### src/rtl/piso_shift_tx.sv
// Parallel-in, serial-out shift transmitter with a valid/ready load port.
// Streams one bit per enabled clock and marks the first and last bit of each word.
module piso_shift_tx #(
  parameter int WIDTH     = 4,
  parameter bit MSB_FIRST = 1'b1
) (
  input  logic             clk,
  input  logic             clr,
  input  logic [WIDTH-1:0] din,
  input  logic             load_valid,
  output logic             load_ready,
  input  logic             shift_en,
  output logic             sout,
  output logic             sout_valid,
  output logic             frame_start,
  output logic             last,
  output logic             dbg_state
);

  localparam int CW = $clog2(WIDTH);
  localparam logic [CW-1:0] LAST_CNT = CW'(WIDTH - 1);

  typedef enum logic {IDLE = 1'b0, SHIFT = 1'b1} state_t;

  // Load handshake: a word is accepted at a rising edge where load_valid &&
  // load_ready. load_ready is high in IDLE, or on the final bit of a word
  // when that bit is about to retire (shift_en=1), so words chain gaplessly.
  state_t           r_state;
  logic [CW-1:0]    r_cnt;
  logic [WIDTH-1:0] r_shift;
  logic             r_sout;
  logic             r_valid;

  logic             w_last;
  logic             w_accept;
  logic             w_first_bit;
  logic [WIDTH-1:0] w_load_rest;

  assign w_last      = r_valid && (r_cnt == LAST_CNT);
  assign load_ready  = (r_state == IDLE) || ((r_state == SHIFT) && w_last && shift_en);
  assign w_accept    = load_valid && load_ready;

  // The first bit goes straight to sout; the remainder is pre-aligned so the
  // next bit to send always sits at the outgoing end of r_shift.
  assign w_first_bit = MSB_FIRST ? din[WIDTH-1] : din[0];
  assign w_load_rest = MSB_FIRST ? (din << 1) : (din >> 1);

  always_ff @(posedge clk or negedge clr) begin
    if (!clr) begin
      r_state <= IDLE;
      r_cnt   <= '0;
      r_shift <= '0;
      r_sout  <= 1'b0;
      r_valid <= 1'b0;
    end else if (w_accept) begin
      r_state <= SHIFT;
      r_cnt   <= '0;
      r_shift <= w_load_rest;
      r_sout  <= w_first_bit;
      r_valid <= 1'b1;
    end else if ((r_state == SHIFT) && shift_en) begin
      if (r_cnt == LAST_CNT) begin
        r_state <= IDLE;
        r_cnt   <= '0;
        r_shift <= '0;
        r_sout  <= 1'b0;
        r_valid <= 1'b0;
      end else begin
        r_cnt   <= r_cnt + CW'(1);
        r_sout  <= MSB_FIRST ? r_shift[WIDTH-1] : r_shift[0];
        r_shift <= MSB_FIRST ? (r_shift << 1) : (r_shift >> 1);
      end
    end
  end

  assign sout        = r_sout;
  assign sout_valid  = r_valid;
  assign frame_start = r_valid && (r_cnt == '0);
  assign last        = w_last;
  assign dbg_state   = r_state;

endmodule
### config.mk
export PLATFORM = sky130hd
export DESIGN_NAME = piso_shift_tx
export DESIGN_NICKNAME = d
export VERILOG_FILES = /design/src/rtl/piso_shift_tx.sv
export SDC_FILE = /design/constraint.sdc
export NUM_CORES = 1
export LEC_CHECK = 0
export CAP_MARGIN = 15
export CELL_PAD_IN_SITES_DETAIL_PLACEMENT = 1
export CELL_PAD_IN_SITES_GLOBAL_PLACEMENT = 1
export CORE_AREA = 2 2 39 41
export CTS_BUF_LIST = sky130_fd_sc_hd__clkbuf_8
export CTS_CLUSTER_SIZE = 10
export DETAILED_ROUTE_END_ITERATION = 6
export DIE_AREA = 0 0 41 43
export PLACE_DENSITY = 0.85
export SYNTH_ARGS = -nofsm -noshare
export SYNTH_HDL_FRONTEND = slang
export SYNTH_SLANG_ARGS = --single-unit
export TNS_END_PERCENT = 1
### constraint.sdc
create_clock -name clk -period 2.9 [get_ports clk]
set_input_delay 0.29 -clock clk [delete_from_list [all_inputs] [get_ports clk]]
set_output_delay 0.29 -clock clk [all_outputs]
set_load 0.1 [all_outputs]
==> impl_metrics.yaml <==
run_status:
  outcome: "completed"
cells_and_area:
  mostFrequentLayoutCells: "clkdlybuf4s50_1 (7), dfrtp_1 (7), nand2_1 (6), buf_4 (6), mux2i_1 (4)"
  fin_area_um2: 594
  drive_gt1_frac: 0.169
  fin_nets: 70
  syn2layout_area_growth_pct: 32.7
  nFillCells: 161
  seq_area_um2: 175
  insertedDiodeCount: 0
  multiInputGateArea_um2: 231
sta:
  slew_viol_final: 0
  setup_viol: 0
  max_freq_mhz: 555
  hold_viol: 0
  fin_setup_tns_ps: 0
  skew_ps: 1.39
  setup_ws_ps: 1100
  period_minus_slack_ps: 1800
  relSlewSlack: 0.684
  post-route-period-util: 0.621
  grt_setup_unrepaired: "no"
  tightest_slew_ps: 472
global_route:
  grt_antenna_before_repair: 0
  grt_pass1_vias: 426
  grt_first_pass_wirelength_mm: 1.84
  grt_max_degree: 13
  overflow: 0
  grt_use_total: 0.159
placement:
  gp_congestion: 0.750
  dpl_worst_slack_ps: 1300
  dp_hpwl_um: 785
  dpl-instance-area_um2: 549
  io_buffers: 13
cts:
  cts_max_level: 1
  clk_latency_ps: 230
  tritoncts: "built"
  root_buffer: "clkbuf_8"
  cts_resized: 0
  clkSlewWorstSetupHoldPaths_ps: 40
  post_cts_buffers: 0
  numCtsBuffers: 3
  cts.path.max_buffers: 2
  cts_hold_buf: 0
  clkSinkCount: 7
worst_setup_path:
  crit_chain: "ha_1 -> nand2_1 -> nand2_1 -> buf_4"
  cp-start-kind: "flip-flop"
  arrival_ps: 1510
  cp-end-kind: "primary output"
  critPathSlowestCell: "dfrtp_1"
  max_stage_delay_ps: 400
  crit_required_ps: 2610
  crit_top_cell: "nand2_1"
  crit_type: "reg -> out"
  path_max_fanout: 11
synthesis:
  seq_area_frac_synth: 0.391
  synth_area_um2: 448
  async_flop_share: 1.00
  postSynthAreaPerCell_um2: 9.74
  synth_cell_types: 20
  ys_ff_latch: 7
  synth_cells: 46
  synth_edf_count: 0
  ys.flop_type: "dfrtp_1"
  ys_warn_count: 0
  synth.net_count: 56
floorplan:
  fp.dieH_um: 43
  die_w_um: 41
  initial_core_util: 0.324
  rows: 14
  die_area_um2: 1760
  core_area_um2: 1380
  ios: 14
pwr:
  peakVddDrop_v: 0.000538
  pwr-share-seq: 0.239
  switchingPower_w: 0.000390
  clock_power_share: 0.187
  power.density_nw_per_um2: 1230
  swShare: 0.535
  p_int_w: 0.000339
  power.share.combinational: 0.574
  power.leakage_nw: 0.273
routing:
  avgViaCountPerCell: 5.27
  vias: 395
  antenna_left: 0
  drt-total-wl_mm: 1.06
  drtIter0Drc: 4
  wl_per_cell_um: 14.1
  drc: 0
  firstDrtPassIters: 4
flow_run:
  drv_cap: 0
min_path:
  hold_path_class: "in -> async"
## cell families (layout without fill, tap and decap cells)
logic type	count (synthesis)	in the layout	share of synthesized area
buffers and inverters	6	19	0.0922
adders and majority gates	2	2	0.0559
and+or+nand+nor	17	17	0.204
muxes	4	4	0.0894
DFF	7	7	0.391
AOI/OAI and AO/OA	10	10	0.168
## critical path, delay by kind of cell, from the launching register on
| kind | cells | cell delay, ps |
|---|---|---|
| fa+ha+maj | 1 | 400 |
| buf+inv | 1 | 290 |
| flops | 1 | 400 |
| simple gates | 2 | 180 |
## final timing paths
check	from	to	slack (ps)	depth (start not counted)
worst max-delay path	r_cnt[0]$_DFFE_PN0P_	load_ready	1100	4
worst min-delay path	clr	r_cnt[0]$_DFFE_PN0P_	340	1
worst max register to register	r_cnt[0]$_DFFE_PN0P_	sout$_DFFE_PN0P_	1530	4
worst min register to register	r_shift[3]$_DFFE_PN0P_	r_shift[3]$_DFFE_PN0P_	510	2
max in group asynchronous	clr	sout$_DFFE_PN0P_	2310	1
min in group clk	r_shift[3]$_DFFE_PN0P_	r_shift[3]$_DFFE_PN0P_	510	2
## cell type report
cell class                 instances  share of cell area
sequential                         7               0.295
tap                               16              0.0337
inverter                           2              0.0126
multi-input combinational         33               0.389
clock inverter                     1             0.00632
timing repair buffer              13               0.194
clock buffer                       3              0.0695
## power groups by stage
stage               registers (W)  clock network [W]  logic (W)
floorplan                0.000231                  0   0.000286
global placement         0.000172                  0   0.000412
detailed placement       0.000176                  0   0.000421
CTS                      0.000175           0.000138   0.000424
global route             0.000181           0.000147   0.000450
finish                   0.000174           0.000137   0.000419
## cell usage after synthesis, types with 2 or more instances
library cell  number  area share
a31oi_1            3       0.042
nor2b_1            3       0.042
nand2b_1           2       0.028
ha_1               2       0.056
dfrtp_1            7        0.39
buf_4              3       0.050
o221ai_1           3       0.059
and2_1             2       0.028
nand2_1            6       0.050
mux2i_1            4       0.089
inv_1              2       0.017
## stage by stage
step	util	total power, W	cells	hold WS, ps
after detailed placement	0.397	0.000597	71	504
after CTS	0.429	0.000737	75	349
after floorplan	-	0.000516	46	-5.59
final	0.429	0.000729	75	337
after global routing	0.429	0.000778	75	354
after global placement	0.397	0.000585	71	490
## per-layer routing
metal | part of all wire | track usage | vias up
met5 | 0 | 0 | -
met4 | 0.012 | 0.0600 | 0
met3 | 0.060 | 0.0628 | 2
met2 | 0.45 | 0.234 | 11
met1 | 0.47 | 0.201 | 191
li1 | - | - | 191
## sequential cells by signal, summed over array words and instances, names as in the netlist
signal and count:
r_shift 3, sout 1, r_cnt 2, sout_valid 1
Power figures use the tool's default switching activity.
